File: src/rtl/core_lsu_pkg.sv
// ============================================================================
// Module      : core_lsu_pkg
// Description : Shared core constants (ALU opcodes, LSU sizes, LSU states).
// Revision    : 1.0 - initial release
// ============================================================================
`default_nettype none

package core_lsu_pkg;

    typedef enum logic [2:0] {
        ALU_ADD = 3'd0,
        ALU_SUB = 3'd1,
        ALU_AND = 3'd2,
        ALU_OR  = 3'd3,
        ALU_XOR = 3'd4,
        ALU_SLT = 3'd5
    } alu_op_e;

    localparam logic [1:0] LSU_SIZE_B = 2'd0;
    localparam logic [1:0] LSU_SIZE_H = 2'd1;
    localparam logic [1:0] LSU_SIZE_W = 2'd2;
    localparam logic [1:0] LSU_SIZE_X = 2'd3;

    typedef enum logic [1:0] {
        LSU_IDLE   = 2'd0,
        LSU_REQ    = 2'd1,
        LSU_WAIT_R = 2'd2,
        LSU_RESP   = 2'd3
    } lsu_state_e;

    // Illegal size or an address not naturally aligned to the access size.
    function automatic logic lsu_illegal(input logic [1:0] size, input logic [1:0] addr_lo);
        logic bad;
        case (size)
            LSU_SIZE_B: bad = 1'b0;
            LSU_SIZE_H: bad = addr_lo[0];
            LSU_SIZE_W: bad = |addr_lo;
            default:    bad = 1'b1;
        endcase
        return bad;
    endfunction

endpackage

`default_nettype wire

File: src/rtl/core_lsu_if.sv
// ============================================================================
// Module      : core_lsu_if
// Description : Execute-stage request, memory bus and response bundle.
// Revision    : 1.0 - initial release
// ============================================================================
`default_nettype none

interface core_lsu_if;
    logic        req_valid;
    logic        req_ready;
    logic        req_we;
    logic [1:0]  req_size;
    logic        req_unsigned;
    logic [31:0] req_addr;
    logic [31:0] req_wdata;
    logic        mem_req;
    logic        mem_we;
    logic [31:0] mem_addr;
    logic [3:0]  mem_be;
    logic [31:0] mem_wdata;
    logic        mem_gnt;
    logic        mem_rvalid;
    logic [31:0] mem_rdata;
    logic        resp_valid;
    logic [31:0] resp_rdata;
    logic        resp_err;

    // master: the LSU itself; slave: execute stage plus memory
    modport master (
        input  req_valid, req_we, req_size, req_unsigned, req_addr, req_wdata,
        output req_ready,
        output mem_req, mem_we, mem_addr, mem_be, mem_wdata,
        input  mem_gnt, mem_rvalid, mem_rdata,
        output resp_valid, resp_rdata, resp_err
    );

    modport slave (
        output req_valid, req_we, req_size, req_unsigned, req_addr, req_wdata,
        input  req_ready,
        input  mem_req, mem_we, mem_addr, mem_be, mem_wdata,
        output mem_gnt, mem_rvalid, mem_rdata,
        input  resp_valid, resp_rdata, resp_err
    );
endinterface

`default_nettype wire

File: src/rtl/core_lsu_align.sv
// ============================================================================
// Module      : core_lsu_align
// Description : Store lane steering and load lane extraction / extension.
// Revision    : 1.0 - initial release
// ============================================================================
`default_nettype none

module core_lsu_align
    import core_lsu_pkg::*;
(
    input  wire logic [1:0]  i_st_size,
    input  wire logic [1:0]  i_st_addr_lo,
    input  wire logic [31:0] i_st_wdata,
    output logic      [3:0]  o_st_be,
    output logic      [31:0] o_st_wdata,
    input  wire logic [1:0]  i_ld_size,
    input  wire logic [1:0]  i_ld_addr_lo,
    input  wire logic        i_ld_unsigned,
    input  wire logic [31:0] i_ld_rdata,
    output logic      [31:0] o_ld_data
);

    logic [31:0] w_lane;
    logic        w_sign;

    always_comb begin
        o_st_be    = 4'b1111;
        o_st_wdata = i_st_wdata;
        case (i_st_size)
            LSU_SIZE_B: begin
                o_st_be    = 4'b0001 << i_st_addr_lo;
                o_st_wdata = {4{i_st_wdata[7:0]}};
            end
            LSU_SIZE_H: begin
                o_st_be    = 4'b0011 << i_st_addr_lo;
                o_st_wdata = {2{i_st_wdata[15:0]}};
            end
            default: ;
        endcase
    end

    always_comb begin
        w_lane    = i_ld_rdata >> {i_ld_addr_lo, 3'b000};
        w_sign    = 1'b0;
        o_ld_data = w_lane;
        case (i_ld_size)
            LSU_SIZE_B: begin
                w_sign    = ~i_ld_unsigned & w_lane[7];
                o_ld_data = {{24{w_sign}}, w_lane[7:0]};
            end
            LSU_SIZE_H: begin
                w_sign    = ~i_ld_unsigned & w_lane[15];
                o_ld_data = {{16{w_sign}}, w_lane[15:0]};
            end
            default: ;
        endcase
    end

endmodule

`default_nettype wire

File: src/rtl/core_lsu.sv
// ============================================================================
// Module      : core_lsu
// Description : Single-outstanding load/store unit with alignment check and read timeout.
// Revision    : 1.0 - initial release
// ============================================================================
`default_nettype none

module core_lsu
    import core_lsu_pkg::*;
#(
    parameter int WAIT_MAX = 255
) (
    input  wire logic   clk,
    input  wire logic   rst_n,
    core_lsu_if.master  bus
);

    localparam logic [7:0] C_WAIT_LAST = 8'(WAIT_MAX - 1);

    lsu_state_e  r_state;
    lsu_state_e  w_state_nxt;

    logic        r_we;
    logic [1:0]  r_size;
    logic        r_unsigned;
    logic [1:0]  r_addr_lo;
    logic [7:0]  r_cnt;

    logic        r_mem_req;
    logic        r_mem_we;
    logic [31:0] r_mem_addr;
    logic [3:0]  r_mem_be;
    logic [31:0] r_mem_wdata;
    logic        r_resp_err;
    logic [31:0] r_resp_rdata;

    logic        w_req_ready;
    logic        w_accept;
    logic        w_illegal;
    logic        w_timeout;
    logic [3:0]  w_st_be;
    logic [31:0] w_st_wdata;
    logic [31:0] w_ld_data;

    core_lsu_align u_align (
        .i_st_size     (bus.req_size),
        .i_st_addr_lo  (bus.req_addr[1:0]),
        .i_st_wdata    (bus.req_wdata),
        .o_st_be       (w_st_be),
        .o_st_wdata    (w_st_wdata),
        .i_ld_size     (r_size),
        .i_ld_addr_lo  (r_addr_lo),
        .i_ld_unsigned (r_unsigned),
        .i_ld_rdata    (bus.mem_rdata),
        .o_ld_data     (w_ld_data)
    );

    assign w_illegal = lsu_illegal(bus.req_size, bus.req_addr[1:0]);
    assign w_timeout = (r_cnt == C_WAIT_LAST);

    always_ff @(posedge clk) begin
        if (!rst_n) r_state <= LSU_IDLE;
        else        r_state <= w_state_nxt;
    end

    always_comb begin
        w_state_nxt = r_state;
        w_req_ready = 1'b0;
        w_accept    = 1'b0;
        case (r_state)
            LSU_IDLE: begin
                w_req_ready = 1'b1;
                w_accept    = bus.req_valid;
                if (bus.req_valid) w_state_nxt = w_illegal ? LSU_RESP : LSU_REQ;
            end
            LSU_REQ: begin
                if (bus.mem_gnt) w_state_nxt = r_we ? LSU_RESP : LSU_WAIT_R;
            end
            LSU_WAIT_R: begin
                if (bus.mem_rvalid || w_timeout) w_state_nxt = LSU_RESP;
            end
            LSU_RESP: w_state_nxt = LSU_IDLE;
            default:  w_state_nxt = LSU_IDLE;
        endcase
    end

    // Memory-side fields are captured at accept so they cannot change under a stalled grant.
    always_ff @(posedge clk) begin
        if (!rst_n) begin
            r_we         <= 1'b0;
            r_size       <= LSU_SIZE_B;
            r_unsigned   <= 1'b0;
            r_addr_lo    <= 2'b00;
            r_cnt        <= 8'd0;
            r_mem_req    <= 1'b0;
            r_mem_we     <= 1'b0;
            r_mem_addr   <= 32'd0;
            r_mem_be     <= 4'd0;
            r_mem_wdata  <= 32'd0;
            r_resp_err   <= 1'b0;
            r_resp_rdata <= 32'd0;
        end else begin
            case (r_state)
                LSU_IDLE: begin
                    if (w_accept) begin
                        r_we       <= bus.req_we;
                        r_size     <= bus.req_size;
                        r_unsigned <= bus.req_unsigned;
                        r_addr_lo  <= bus.req_addr[1:0];
                        if (w_illegal) begin
                            r_resp_err   <= 1'b1;
                            r_resp_rdata <= 32'd0;
                        end else begin
                            r_mem_req   <= 1'b1;
                            r_mem_we    <= bus.req_we;
                            r_mem_addr  <= {bus.req_addr[31:2], 2'b00};
                            r_mem_be    <= w_st_be;
                            r_mem_wdata <= w_st_wdata;
                        end
                    end
                end
                LSU_REQ: begin
                    if (bus.mem_gnt) begin
                        r_mem_req    <= 1'b0;
                        r_cnt        <= 8'd0;
                        r_resp_err   <= 1'b0;
                        r_resp_rdata <= 32'd0;
                    end
                end
                LSU_WAIT_R: begin
                    if (bus.mem_rvalid) begin
                        r_resp_err   <= 1'b0;
                        r_resp_rdata <= w_ld_data;
                    end else if (w_timeout) begin
                        r_resp_err   <= 1'b1;
                        r_resp_rdata <= 32'd0;
                    end else begin
                        r_cnt <= r_cnt + 8'd1;
                    end
                end
                default: begin
                    r_resp_err   <= 1'b0;
                    r_resp_rdata <= 32'd0;
                end
            endcase
        end
    end

    assign bus.req_ready  = w_req_ready;
    assign bus.mem_req    = r_mem_req;
    assign bus.mem_we     = r_mem_we;
    assign bus.mem_addr   = r_mem_addr;
    assign bus.mem_be     = r_mem_be;
    assign bus.mem_wdata  = r_mem_wdata;
    assign bus.resp_valid = (r_state == LSU_RESP);
    assign bus.resp_err   = r_resp_err;
    assign bus.resp_rdata = r_resp_rdata;

endmodule

`default_nettype wire

File: src/flat_wrapper.sv
// flat-port wrapper written by rule: the top's interface ports become plain ports
module core_lsu_flat import core_lsu_pkg::*;
#(
    parameter int WAIT_MAX = 255
)
  (clk, rst_n, bus_req_valid, bus_req_we, bus_req_size, bus_req_unsigned, bus_req_addr, bus_req_wdata, bus_req_ready, bus_mem_req, bus_mem_we, bus_mem_addr, bus_mem_be, bus_mem_wdata, bus_mem_gnt, bus_mem_rvalid, bus_mem_rdata, bus_resp_valid, bus_resp_rdata, bus_resp_err);
  core_lsu_if bus_i ();
  input  wire logic clk;
  input  wire logic rst_n;
  input wire logic [$bits(bus_i.req_valid)-1:0] bus_req_valid;
  input wire logic [$bits(bus_i.req_we)-1:0] bus_req_we;
  input wire logic [$bits(bus_i.req_size)-1:0] bus_req_size;
  input wire logic [$bits(bus_i.req_unsigned)-1:0] bus_req_unsigned;
  input wire logic [$bits(bus_i.req_addr)-1:0] bus_req_addr;
  input wire logic [$bits(bus_i.req_wdata)-1:0] bus_req_wdata;
  output wire logic [$bits(bus_i.req_ready)-1:0] bus_req_ready;
  output wire logic [$bits(bus_i.mem_req)-1:0] bus_mem_req;
  output wire logic [$bits(bus_i.mem_we)-1:0] bus_mem_we;
  output wire logic [$bits(bus_i.mem_addr)-1:0] bus_mem_addr;
  output wire logic [$bits(bus_i.mem_be)-1:0] bus_mem_be;
  output wire logic [$bits(bus_i.mem_wdata)-1:0] bus_mem_wdata;
  input wire logic [$bits(bus_i.mem_gnt)-1:0] bus_mem_gnt;
  input wire logic [$bits(bus_i.mem_rvalid)-1:0] bus_mem_rvalid;
  input wire logic [$bits(bus_i.mem_rdata)-1:0] bus_mem_rdata;
  output wire logic [$bits(bus_i.resp_valid)-1:0] bus_resp_valid;
  output wire logic [$bits(bus_i.resp_rdata)-1:0] bus_resp_rdata;
  output wire logic [$bits(bus_i.resp_err)-1:0] bus_resp_err;
  assign bus_i.req_valid = bus_req_valid;
  assign bus_i.req_we = bus_req_we;
  assign bus_i.req_size = bus_req_size;
  assign bus_i.req_unsigned = bus_req_unsigned;
  assign bus_i.req_addr = bus_req_addr;
  assign bus_i.req_wdata = bus_req_wdata;
  assign bus_req_ready = bus_i.req_ready;
  assign bus_mem_req = bus_i.mem_req;
  assign bus_mem_we = bus_i.mem_we;
  assign bus_mem_addr = bus_i.mem_addr;
  assign bus_mem_be = bus_i.mem_be;
  assign bus_mem_wdata = bus_i.mem_wdata;
  assign bus_i.mem_gnt = bus_mem_gnt;
  assign bus_i.mem_rvalid = bus_mem_rvalid;
  assign bus_i.mem_rdata = bus_mem_rdata;
  assign bus_resp_valid = bus_i.resp_valid;
  assign bus_resp_rdata = bus_i.resp_rdata;
  assign bus_resp_err = bus_i.resp_err;
  core_lsu #(.WAIT_MAX(WAIT_MAX)) u_core (.clk(clk), .rst_n(rst_n), .bus(bus_i));
endmodule
File: config.mk
export PLATFORM = sky130hd
export DESIGN_NAME = core_lsu_flat
export DESIGN_NICKNAME = d
export VERILOG_FILES = /design/src/rtl/core_lsu_pkg.sv /design/src/rtl/core_lsu_if.sv /design/src/rtl/core_lsu_align.sv /design/src/rtl/core_lsu.sv /design/src/flat_wrapper.sv
export SDC_FILE = /design/constraint.sdc
export NUM_CORES = 1
export LEC_CHECK = 0
export BUFFER_PORTS_ARGS = -buffer_cell sky130_fd_sc_hd__buf_2
export CAP_MARGIN = 20
export CORE_MARGIN = 2
export CORE_UTILIZATION = 54
export CTS_BUF_LIST = sky130_fd_sc_hd__clkbuf_4 sky130_fd_sc_hd__clkbuf_8
export DETAILED_ROUTE_END_ITERATION = 10
export GPL_TIMING_DRIVEN = 0
export PLACE_DENSITY = 0.84
export SETUP_SLACK_MARGIN = 0.15
export SLEW_MARGIN = 20
export SYNTH_ARGS = -nofsm -noshare
export SYNTH_HDL_FRONTEND = slang
export SYNTH_SLANG_ARGS = --single-unit
File: constraint.sdc
create_clock -name clk -period 6.8 [get_ports clk]
set_input_delay 0.68 -clock clk [delete_from_list [all_inputs] [get_ports clk]]
set_output_delay 0.68 -clock clk [all_outputs]
set_load 0.1 [all_outputs]
==> impl_metrics.py, run 1 <==
metrics = {
    "global_routing": {
        "global_route_wire_length_before_repair_mm": 24.3,
        "grt_pass1_vias": 5213,
        "global_route.overflow_total": 0,
        "grtUsageTotal_pct": 29.5,
        "largest_net_degree_at_the_start_of_global_routing": 17,
        "initial_antenna_violation_count": 0,
    },
    "setup_path": {
        "reg2reg_from": "u_core.r_state[0]",
        "critPathMaxFanout": 10,
        "crit_chain": "inv_1, ha_1, clkbuf_1, o21ai_0, a31oi_1, clkbuf_1, o2bb2ai_1",
        "cp_common_cell": "sky130_fd_sc_hd__clkbuf_1",
        "crit_path_leading_delay_family": "buffers and inverters",
        "slowest_stage": "sky130_fd_sc_hd__clkbuf_1",
        "worst_path_largest_cell_delay_ns": 0.56,
        "worst_ep_required_time_ns": 7.18,
        "r2r_end": "u_core.bus.resp_rdata[24]",
        "timing_worst_setup_path_type": "reg2reg",
        "worstSetupEndpointType": "flip-flop",
        "worstSetupStartpointType": "flip-flop",
        "r2r_slack_ns": 4.19,
        "worstSetupStartpoint": "u_core.r_state[0]",
        "worstPathBufferInverterCount": 3,
        "worst-endpoint-arrival_ns": 2.99,
        "reg2regPathDepth": 7,
    },
    "timing": {
        "worst-slew-pin-transition_ns": 0.677,
        "grt_setup_unrepaired": "false",
        "timing.max_slew.rel_slack_pct": 54.8,
        "drv_slew": 0,
        "fin_crit_sh_pct": 38.4,
        "timing.fmax_mhz": 383,
        "timing.final.hold_violations": 0,
        "finalClockSkew_ns": 0.00828,
        "fin_crit_ns": 2.61,
        "setup-violations-final": 0,
        "fin_setup_tns_ns": 0,
        "postLayoutSetupSlackWorst_ns": 4.19,
    },
    "die": {
        "floorplan.io_pins": 210,
        "die-width_um": 103,
        "floorplan.die_area_um2": 10700,
        "fp.coreArea_um2": 9680,
        "floorplan.initialDensity_pct": 55.0,
        "rows": 36,
        "die_h_um": 103,
    },
    "hold_path": {
        "holdCritPathClass": "reg2reg",
        "hold-path-endpoint": "u_core.bus.mem_addr[17]",
        "timing.hold.worst.start": "u_core.bus.mem_addr[17]",
        "worstHoldPathCells": 2,
    },
    "synth": {
        "synthesis.instances": 627,
        "yosys.cell_types.count": 48,
        "synth_area_leaders": "sky130_fd_sc_hd__dfxtp_1 44%, sky130_fd_sc_hd__nand2_1 9.4%, sky130_fd_sc_hd__a21oi_1 7.2%",
        "synthDominantCellAreaShare_pct": 44.0,
        "synth_enable_flop_cells": 0,
        "ys_seq_elements": 117,
        "netlist_area_um2": 5330,
        "top_reg_cell_synth": "sky130_fd_sc_hd__dfxtp_1",
        "synthesis.area_per_instance_um2": 8.50,
        "synth_top_cell_by_area": "sky130_fd_sc_hd__dfxtp_1",
        "synth_warnings": 0,
        "sequential_fraction_of_the_synthesis_area_pct": 44.0,
        "async_reset_ff_share_pct": 0,
    },
    "place": {
        "port_buffers": 202,
        "placement.cell_area_um2": 6510,
        "gp_congestion": 0.997,
        "detailedPlace.worstSlack_ns": 4.19,
        "hpwl_mm": 12.2,
    },
    "route": {
        "total_number_of_vias": 5519,
        "drt_iter0_markers": 250,
        "drt-total-wl_mm": 16.1,
        "ant_nets": 0,
        "drtPass1Iterations": 5,
        "route.detailed.vias_per_inst": 5.55,
        "post-route-drc-count": 0,
        "routed_wire_length_per_instance_um": 16.2,
    },
    "layout": {
        "antenna_cells_inserted": 0,
        "syn2layout_area_growth_pct": 30.1,
        "finalInstanceArea_um2": 6930,
        "number_of_nets_in_the_layout": 961,
        "most_common_cell_after_layout_fill_and_taps_aside": "sky130_fd_sc_hd__buf_2",
        "drive_gt1_share_pct": 31.8,
        "final_core_util_pct": 71.6,
        "layout.cells.most_common_list": "214 x sky130_fd_sc_hd__buf_2, 134 x sky130_fd_sc_hd__nand2_1, 117 x sky130_fd_sc_hd__dfxtp_1, 77 x sky130_fd_sc_hd__a21oi_1, 38 x sky130_fd_sc_hd__o21ai_0",
    },
    "status": {
        "run_status": "complete, no violations",
    },
    "power_and_ir_drop": {
        "clkPwrFrac_pct": 26.6,
        "power.switching_mw": 1.17,
        "intPower_mw": 1.39,
        "seq_power_share_pct": 31.4,
        "comb_power_share_pct": 42.0,
        "peakVddDrop_mv": 0.213,
        "sw_frac_of_total_pct": 45.6,
        "power.density_cell_area_nw_per_um2": 370,
        "total_power_mw": 2.56,
        "p_leak_nw": 3.06,
    },
    "cts": {
        "htreeDepth": 4,
        "cts-root-to-sink-buffers": 2,
        "cts.clk_slew.worst_paths_ns": 0.07,
        "cts_tree": "built",
        "clkSinkCount": 117,
        "cts_hold_buffers": 0,
        "cts-buffers-inserted": 17,
        "clockRootBuffer": "sky130_fd_sc_hd__clkbuf_8",
        "cts.repair.resized": 0,
        "insertion_delay_ns": 0.44,
        "cts_setup_buffers": 0,
    },
    "run": {
        "drv_cap": 0,
    },
}
-- cell usage after synthesis, types with 9 or more instances --
cell,instances
sky130_fd_sc_hd__a211oi_1,10
sky130_fd_sc_hd__a21oi_1,77
sky130_fd_sc_hd__a22o_1,9
sky130_fd_sc_hd__a311oi_1,9
sky130_fd_sc_hd__buf_2,12
sky130_fd_sc_hd__clkbuf_1,31
sky130_fd_sc_hd__dfxtp_1,117
sky130_fd_sc_hd__mux2i_1,33
sky130_fd_sc_hd__nand2_1,134
sky130_fd_sc_hd__nor2_1,34
sky130_fd_sc_hd__o21ai_0,38
sky130_fd_sc_hd__o2bb2ai_1,13
sky130_fd_sc_hd__o2bb2ai_2,10
-- cells by family after synthesis --
logic type	after synthesis	share of synthesized area, %
other	1	0.0704
buffers and inverters	54	4.44
AOI/OAI and AO/OA	197	24.8
muxes	42	8.31
DFF	117	44.0
adders and majority gates	7	1.64
and+or+nand+nor	209	16.7
-- layout make-up --
class	count	area [um^2]
Buffer	50	221
Clock buffer	22	297
Clock inverter	9	125
Fill cell	761	2750
Inverter	4	15.0
Multi-Input combinational cell	457	2750
Sequential cell	117	2340
Tap cell	133	166
Timing Repair Buffer	202	1010
-- routing by layer --
layer  global-route usage (%)  share of wire (%)  up-vias
li1                         -                  -     2665
met1                     34.8                 40     2545
met2                     49.0                 48      266
met3                     9.41                8.3       43
met4                     13.8                3.4        0
met5                        0                  0        -
-- power by group through the flow --
| stage | Combinational [mW] | Clock, mW | Sequential, mW |
|---|---|---|---|
| final | 1.07 | 0.681 | 0.805 |
| after global routing | 1.13 | 0.716 | 0.813 |
| after CTS | 1.07 | 0.683 | 0.804 |
| after detailed placement | 1.06 | 0 | 0.819 |
| after global placement | 1.04 | 0 | 0.815 |
| after floorplan | 0.425 | 0 | 1.25 |
-- worst register-to-register path, cell delays in order, from the launching register on --
cell and delay [ns]:
sky130_fd_sc_hd__dfxtp_1 0.33, sky130_fd_sc_hd__inv_1 0.15, sky130_fd_sc_hd__ha_1 0.25, sky130_fd_sc_hd__clkbuf_1 0.34
sky130_fd_sc_hd__o21ai_0 0.26, sky130_fd_sc_hd__a31oi_1 0.48, sky130_fd_sc_hd__clkbuf_1 0.56, sky130_fd_sc_hd__o2bb2ai_1 0.18
-- state kept, by name, indices dropped and copies added (netlist names) --
register and cells:
u_core.bus.mem_wdata 32, u_core.bus.resp_rdata 32, u_core.bus.mem_addr 30, u_core.r_cnt 8, u_core.bus.mem_be 4, u_core.r_addr_lo 2
u_core.r_size 2, u_core.r_state 2, u_core.bus.mem_req 1, u_core.bus.mem_we 1, u_core.bus.resp_err 1, u_core.r_unsigned 1
u_core.r_we 1
-- worst max-delay path by stage --
stage	end	cells after the start
2_1_floorplan	u_core.bus.resp_rdata[22]	7
3_3_place_gp	u_core.bus.resp_rdata[24]	6
3_5_place_dp	u_core.bus.resp_rdata[22]	6
4_1_cts	u_core.bus.resp_rdata[24]	7
5_1_grt	u_core.bus.resp_rdata[23]	7
6_report	u_core.bus.resp_rdata[24]	7
-- per-stage QoR --
step	cells	hold slack (ns)
finish	994	0.452
global route	994	0.464
CTS	994	0.454
detailed placement	963	0.445
global placement	963	0.440
floorplan	628	0.437
No activity file was read; power rests on OpenSTA's default activity.
==> run 2, diff against run 1 <==
CORE_UTILIZATION = 50   (was 54)
PLACE_DENSITY = 0.78   (was 0.84)
clock period = 2.5 ns   (was 6.8 ns; I/O delays follow)
==> run 2 against run 1 <==
Net effect:
- clock skew is 0.0059 ns higher
- global-route usage shrank 1.0 points
- cell area is 0.97% higher
- final cell count up 0.40%
- count of clock-buffer cells in the layout shrank 2
- fmax up 17%
- non-clock buffer count did not move
- die area increased by 7.7%
- critical path depth is 1 higher
- routed wire length rose by 2.1%
==> impl_metrics.py, run 2 (synthesis results as in run 1) <==
metrics = {
    "status": {
        "run_status": "complete, no violations",
    },
    "global_routing": {
        "grt_pass1_vias": 5278,
        "global_route_wire_length_before_repair_mm": 25.4,
        "largest_net_degree_at_the_start_of_global_routing": 17,
        "grtUsageTotal_pct": 28.5,
        "global_route.overflow_total": 0,
        "initial_antenna_violation_count": 0,
    },
    "run": {
        "drv_cap": 0,
    },
    "cts": {
        "htreeDepth": 4,
        "cts_hold_buffers": 0,
        "cts_tree": "built",
        "cts-root-to-sink-buffers": 2,
        "cts.clk_slew.worst_paths_ns": 0.07,
        "clockRootBuffer": "sky130_fd_sc_hd__clkbuf_8",
        "clkSinkCount": 117,
        "cts-buffers-inserted": 17,
        "insertion_delay_ns": 0.45,
    },
    "timing": {
        "timing.max_slew.rel_slack_pct": 52.6,
        "fin_setup_tns_ns": 0,
        "fin_crit_sh_pct": 89.6,
        "grt_setup_unrepaired": "false",
        "fin_crit_ns": 2.24,
        "final.hold.worst_slack_ns": 0.0285,
        "timing.final.hold_violations": 0,
        "timing.fmax_mhz": 446,
        "setup-violations-final": 0,
        "drv_slew": 0,
        "finalClockSkew_ns": 0.0142,
        "worst-slew-pin-transition_ns": 0.706,
    },
    "place": {
        "hpwl_mm": 12.4,
        "gp_congestion": 0.900,
        "port_buffers": 202,
    },
    "power_and_ir_drop": {
        "total_power_mw": 7.03,
        "p_leak_nw": 3.09,
        "power.density_cell_area_nw_per_um2": 1000,
        "peakVddDrop_mv": 0.669,
    },
    "die": {
        "floorplan.io_pins": 210,
        "die_h_um": 107,
        "fp.coreArea_um2": 10300,
        "floorplan.initialDensity_pct": 51.6,
        "rows": 37,
        "die-width_um": 107,
        "floorplan.die_area_um2": 11500,
    },
    "setup_path": {
        "worstSetupStartpointType": "flip-flop",
        "critPathMaxFanout": 10,
        "worst_ep_required_time_ns": 2.88,
        "worstSetupEndpointType": "flip-flop",
        "worst-endpoint-arrival_ns": 2.62,
        "timing_worst_setup_path_type": "reg2reg",
    },
    "route": {
        "route.detailed.vias_per_inst": 5.58,
        "drt_iter0_markers": 275,
        "ant_nets": 0,
        "drtPass1Iterations": 5,
        "total_number_of_vias": 5571,
        "drt-total-wl_mm": 16.4,
        "post-route-drc-count": 0,
        "routed_wire_length_per_instance_um": 16.5,
    },
    "layout": {
        "drive_gt1_share_pct": 33.9,
        "layout.cells.most_common_list": "212 x sky130_fd_sc_hd__buf_2, 134 x sky130_fd_sc_hd__nand2_1, 115 x sky130_fd_sc_hd__dfxtp_1, 76 x sky130_fd_sc_hd__a21oi_1, 38 x sky130_fd_sc_hd__o21ai_0",
        "antenna_cells_inserted": 0,
        "most_common_cell_after_layout_fill_and_taps_aside": "sky130_fd_sc_hd__buf_2",
        "syn2layout_area_growth_pct": 31.4,
        "number_of_nets_in_the_layout": 961,
    },
    "hold_path": {
        "holdCritPathClass": "in2reg",
    },
}
## run 2: changes by cell type in the layout (fill, tap and decap cells not counted), sizes merged
cell,previous run,this run
buf,221,219
inv,4,6
clkinv,4,5
## run 2: power breakdown
part	internal (mW)	leakage [nW]	switching (mW)
clock network	1.05	0.213	0.782
logic	0.683	1.93	2.32
registers	2.07	0.951	0.129
## run 2: area by class of cell
class	instances	area, um^2
buffer	50	240
clock buffer	20	269
clock inverter	12	151
fill	874	3330
inverter	4	15.0
multi-input combinational	457	2800
sequential	117	2340
tap	136	170
timing repair buffer	202	1010
## run 2: path summary, 6_finish.rpt
check,from,endpoint,slack (ns),cells past startpoint
worst min register to register,u_core.bus.mem_we,u_core.bus.mem_we,0.45,2
worst max register to register,u_core.r_state[1],u_core.bus.resp_rdata[31],0.26,8
worst max-delay path,u_core.r_state[1],u_core.bus.resp_rdata[31],0.26,8
worst min-delay path,bus_req_addr[19],u_core.bus.mem_addr[19],0.03,3
## run 2: what timing repair did
action	CTS	global route
gates resized for setup	9	15
endpoints found under the setup margin	72	93
buffers inserted	0	0
hold endpoints to repair	0	0
## run 2: layer usage
layer / wire (um) / GRT usage [%] / vias up
met3: 1610 / 10.7 / 50
met1: 6530 / 32.9 / 2576
li1: - / - / 2676
met2: 7770 / 46.0 / 269
met4: 538 / 14.5 / 0
met5: 0 / 0 / -
## run 2: through the flow
step / setup slack [ns] / instance area (um^2) / util, % / std cells
2_1_floorplan: 0.267 / 5340 / - / 628
3_3_place_gp: 0.0216 / 6530 / 63.2 / 966
3_5_place_dp: -0.0889 / 6530 / 63.2 / 966
4_1_cts: 0.153 / 6960 / 67.4 / 998
5_1_grt: 0.163 / 7000 / 67.8 / 998
6_report: 0.259 / 7000 / 67.8 / 998
## run 2: critical path, stage by stage (launching register included)
cell and delay (ns):
sky130_fd_sc_hd__dfxtp_2 0.39, sky130_fd_sc_hd__inv_2 0.09, sky130_fd_sc_hd__ha_4 0.19, sky130_fd_sc_hd__nor2b_4 0.15, sky130_fd_sc_hd__or4_4 0.54, sky130_fd_sc_hd__or3_1 0.35, sky130_fd_sc_hd__buf_2 0.18, sky130_fd_sc_hd__buf_6 0.17
sky130_fd_sc_hd__o2bb2ai_2 0.12
==> run 3, diff against run 2 <==
CELL_PAD_IN_SITES_DETAIL_PLACEMENT = 1   (was unset)
CELL_PAD_IN_SITES_GLOBAL_PLACEMENT = 1   (was unset)
CORE_UTILIZATION = 36   (was 50)
==> run 3 against run 2 <==
Net effect:
- total power rose by 1.6%
- highest routed layer unchanged
- register-to-register slack barely moved
- cell area rose by 1.1%
- final cell count rose by 4.8%
- critical path type unchanged
==> impl_metrics.py, run 3 (synthesis results as in run 1) <==
metrics = {
    "status": {
        "run_status": "complete, no violations",
    },
    "route": {
        "route.detailed.vias_per_inst": 5.33,
        "ant_nets": 0,
        "drt_iter0_markers": 203,
        "post-route-drc-count": 0,
        "total_number_of_vias": 5575,
        "drt-total-wl_mm": 19.2,
        "routed_wire_length_per_instance_um": 18.3,
        "drtPass1Iterations": 4,
    },
    "global_routing": {
        "grt_pass1_vias": 5908,
        "global_route_wire_length_before_repair_mm": 30.5,
        "largest_net_degree_at_the_start_of_global_routing": 17,
        "grtUsageTotal_pct": 24.4,
        "initial_antenna_violation_count": 1,
        "global_route.overflow_total": 0,
    },
    "power_and_ir_drop": {
        "peakVddDrop_mv": 0.522,
        "power.density_cell_area_nw_per_um2": 1010,
        "p_leak_nw": 3.09,
    },
    "timing": {
        "timing.fmax_mhz": 448,
        "grt_setup_unrepaired": "false",
        "timing.max_slew.rel_slack_pct": 50.9,
        "drv_slew": 0,
        "timing.final.hold_violations": 0,
        "fin_crit_sh_pct": 89.3,
        "final.hold.worst_slack_ns": 0.0448,
        "finalClockSkew_ns": 0.0136,
        "fin_crit_ns": 2.23,
        "setup-violations-final": 0,
        "worst-slew-pin-transition_ns": 0.737,
    },
    "cts": {
        "htreeDepth": 4,
        "cts_setup_buffers": 0,
        "insertion_delay_ns": 0.45,
        "clockRootBuffer": "sky130_fd_sc_hd__clkbuf_8",
        "clkSinkCount": 117,
        "cts.repair.resized": 11,
        "cts_tree": "built",
        "cts-root-to-sink-buffers": 2,
        "cts-buffers-inserted": 17,
        "cts_hold_buffers": 0,
        "cts.clk_slew.worst_paths_ns": 0.07,
    },
    "hold_path": {
        "timing.hold.worst.start": "bus_req_addr[30]",
        "holdCritPathClass": "in2reg",
    },
    "die": {
        "floorplan.initialDensity_pct": 36.8,
        "floorplan.die_area_um2": 15800,
        "die-width_um": 126,
        "die_h_um": 126,
        "rows": 44,
        "floorplan.io_pins": 210,
        "fp.coreArea_um2": 14500,
    },
    "setup_path": {
        "slowest_stage": "sky130_fd_sc_hd__or4_4",
        "r2r_slack_ns": 0.27,
        "crit_chain": "inv_2, ha_4, nor2b_4, or4_4, or3_1, buf_2, buf_6, o2bb2ai_2",
        "reg2reg_from": "u_core.r_state[1]",
        "worstSetupEndpointType": "flip-flop",
        "critPathMaxFanout": 10,
        "worst-endpoint-arrival_ns": 2.61,
        "worstSetupStartpointType": "flip-flop",
        "timing.critical_path.to": "u_core.bus.resp_rdata[26]",
        "r2r_end": "u_core.bus.resp_rdata[26]",
        "worst_ep_required_time_ns": 2.88,
        "reg2regPathDepth": 8,
        "worst_path_largest_cell_delay_ns": 0.55,
        "timing.critical_path.depth": 8,
        "worstSetupStartpoint": "u_core.r_state[1]",
        "worstPathBufferInverterCount": 3,
        "timing_worst_setup_path_type": "reg2reg",
        "crit_path_leading_delay_family": "simple AND/OR/NAND/NOR gates",
    },
    "layout": {
        "most_common_cell_after_layout_fill_and_taps_aside": "sky130_fd_sc_hd__buf_2",
        "drive_gt1_share_pct": 34.0,
        "syn2layout_area_growth_pct": 32.8,
        "n_fill_cell": 1831,
        "multi_input_comb_area_um2": 2810,
        "layout.cells.most_common_list": "214 x sky130_fd_sc_hd__buf_2, 133 x sky130_fd_sc_hd__nand2_1, 115 x sky130_fd_sc_hd__dfxtp_1, 76 x sky130_fd_sc_hd__a21oi_1, 38 x sky130_fd_sc_hd__o21ai_0",
        "seqCellArea_um2": 2340,
        "number_of_nets_in_the_layout": 961,
        "final_core_util_pct": 48.9,
    },
    "place": {
        "hpwl_mm": 14.7,
        "gp_congestion": 0.828,
        "port_buffers": 202,
    },
    "run": {
        "drv_cap": 0,
    },
}
-- run 3: where the power goes --
group | switching [mW] | internal, mW
Clock | 0.778 | 1.09
Sequential | 0.134 | 2.07
Combinational | 2.39 | 0.683
Total | 3.30 | 3.84
-- run 3: worst min path at each step --
| stage | to | cells past startpoint |
|---|---|---|
| floorplan | u_core.bus.mem_addr[10] | 2 |
| global placement | u_core.bus.mem_addr[24] | 2 |
| global route | u_core.bus.mem_addr[8] | 3 |
| CTS | u_core.bus.mem_addr[30] | 3 |
| detailed placement | u_core.bus.mem_addr[8] | 2 |
| finish | u_core.bus.mem_addr[30] | 3 |
-- run 3: metal layers --
layer  vias to the layer above  GRT usage (%)  routed length, um
met4                         0           8.95                384
met2                       179           41.8               9430
met1                      2702           27.9               7830
li1                       2668              -                  -
met5                         -              0                  0
met3                        26           8.79               1530
-- run 3: stage by stage --
stage                     area [um^2]  instances  total power [mW]  setup slack, ns  setup TNS (ns)
after global placement           6590       1014              5.14          -0.0310         -0.0913
after floorplan                  5340        628              4.58            0.267               0
final                            7070       1046              7.14            0.267               0
after global routing             7070       1046              7.47            0.182               0
after detailed placement         6590       1014              5.23          -0.0973           -1.14
after CTS                        7030       1045              7.13            0.176               0
-- run 3: worst reg2reg max path: cells and delay by family, from the launching register on --
family,cells,cell delay [ns]
adder cells (fa/ha/maj),1,0.19
AO/OA/AOI/OAI,1,0.11
buffers and inverters,3,0.43
flip-flops,1,0.37
AND/OR/NAND/NOR,3,1.07
-- run 3: layout make-up --
type | count | share of cell area, %
plain buffers | 50 | 3.33
clock buffers | 23 | 4.21
multi-input cells | 457 | 39.8
clock inverters | 8 | 1.75
inverters | 4 | 0.212
flip-flops and latches | 117 | 33.1
well taps | 184 | 3.25
diodes | 1 | 0.0354
repair buffers | 202 | 14.3
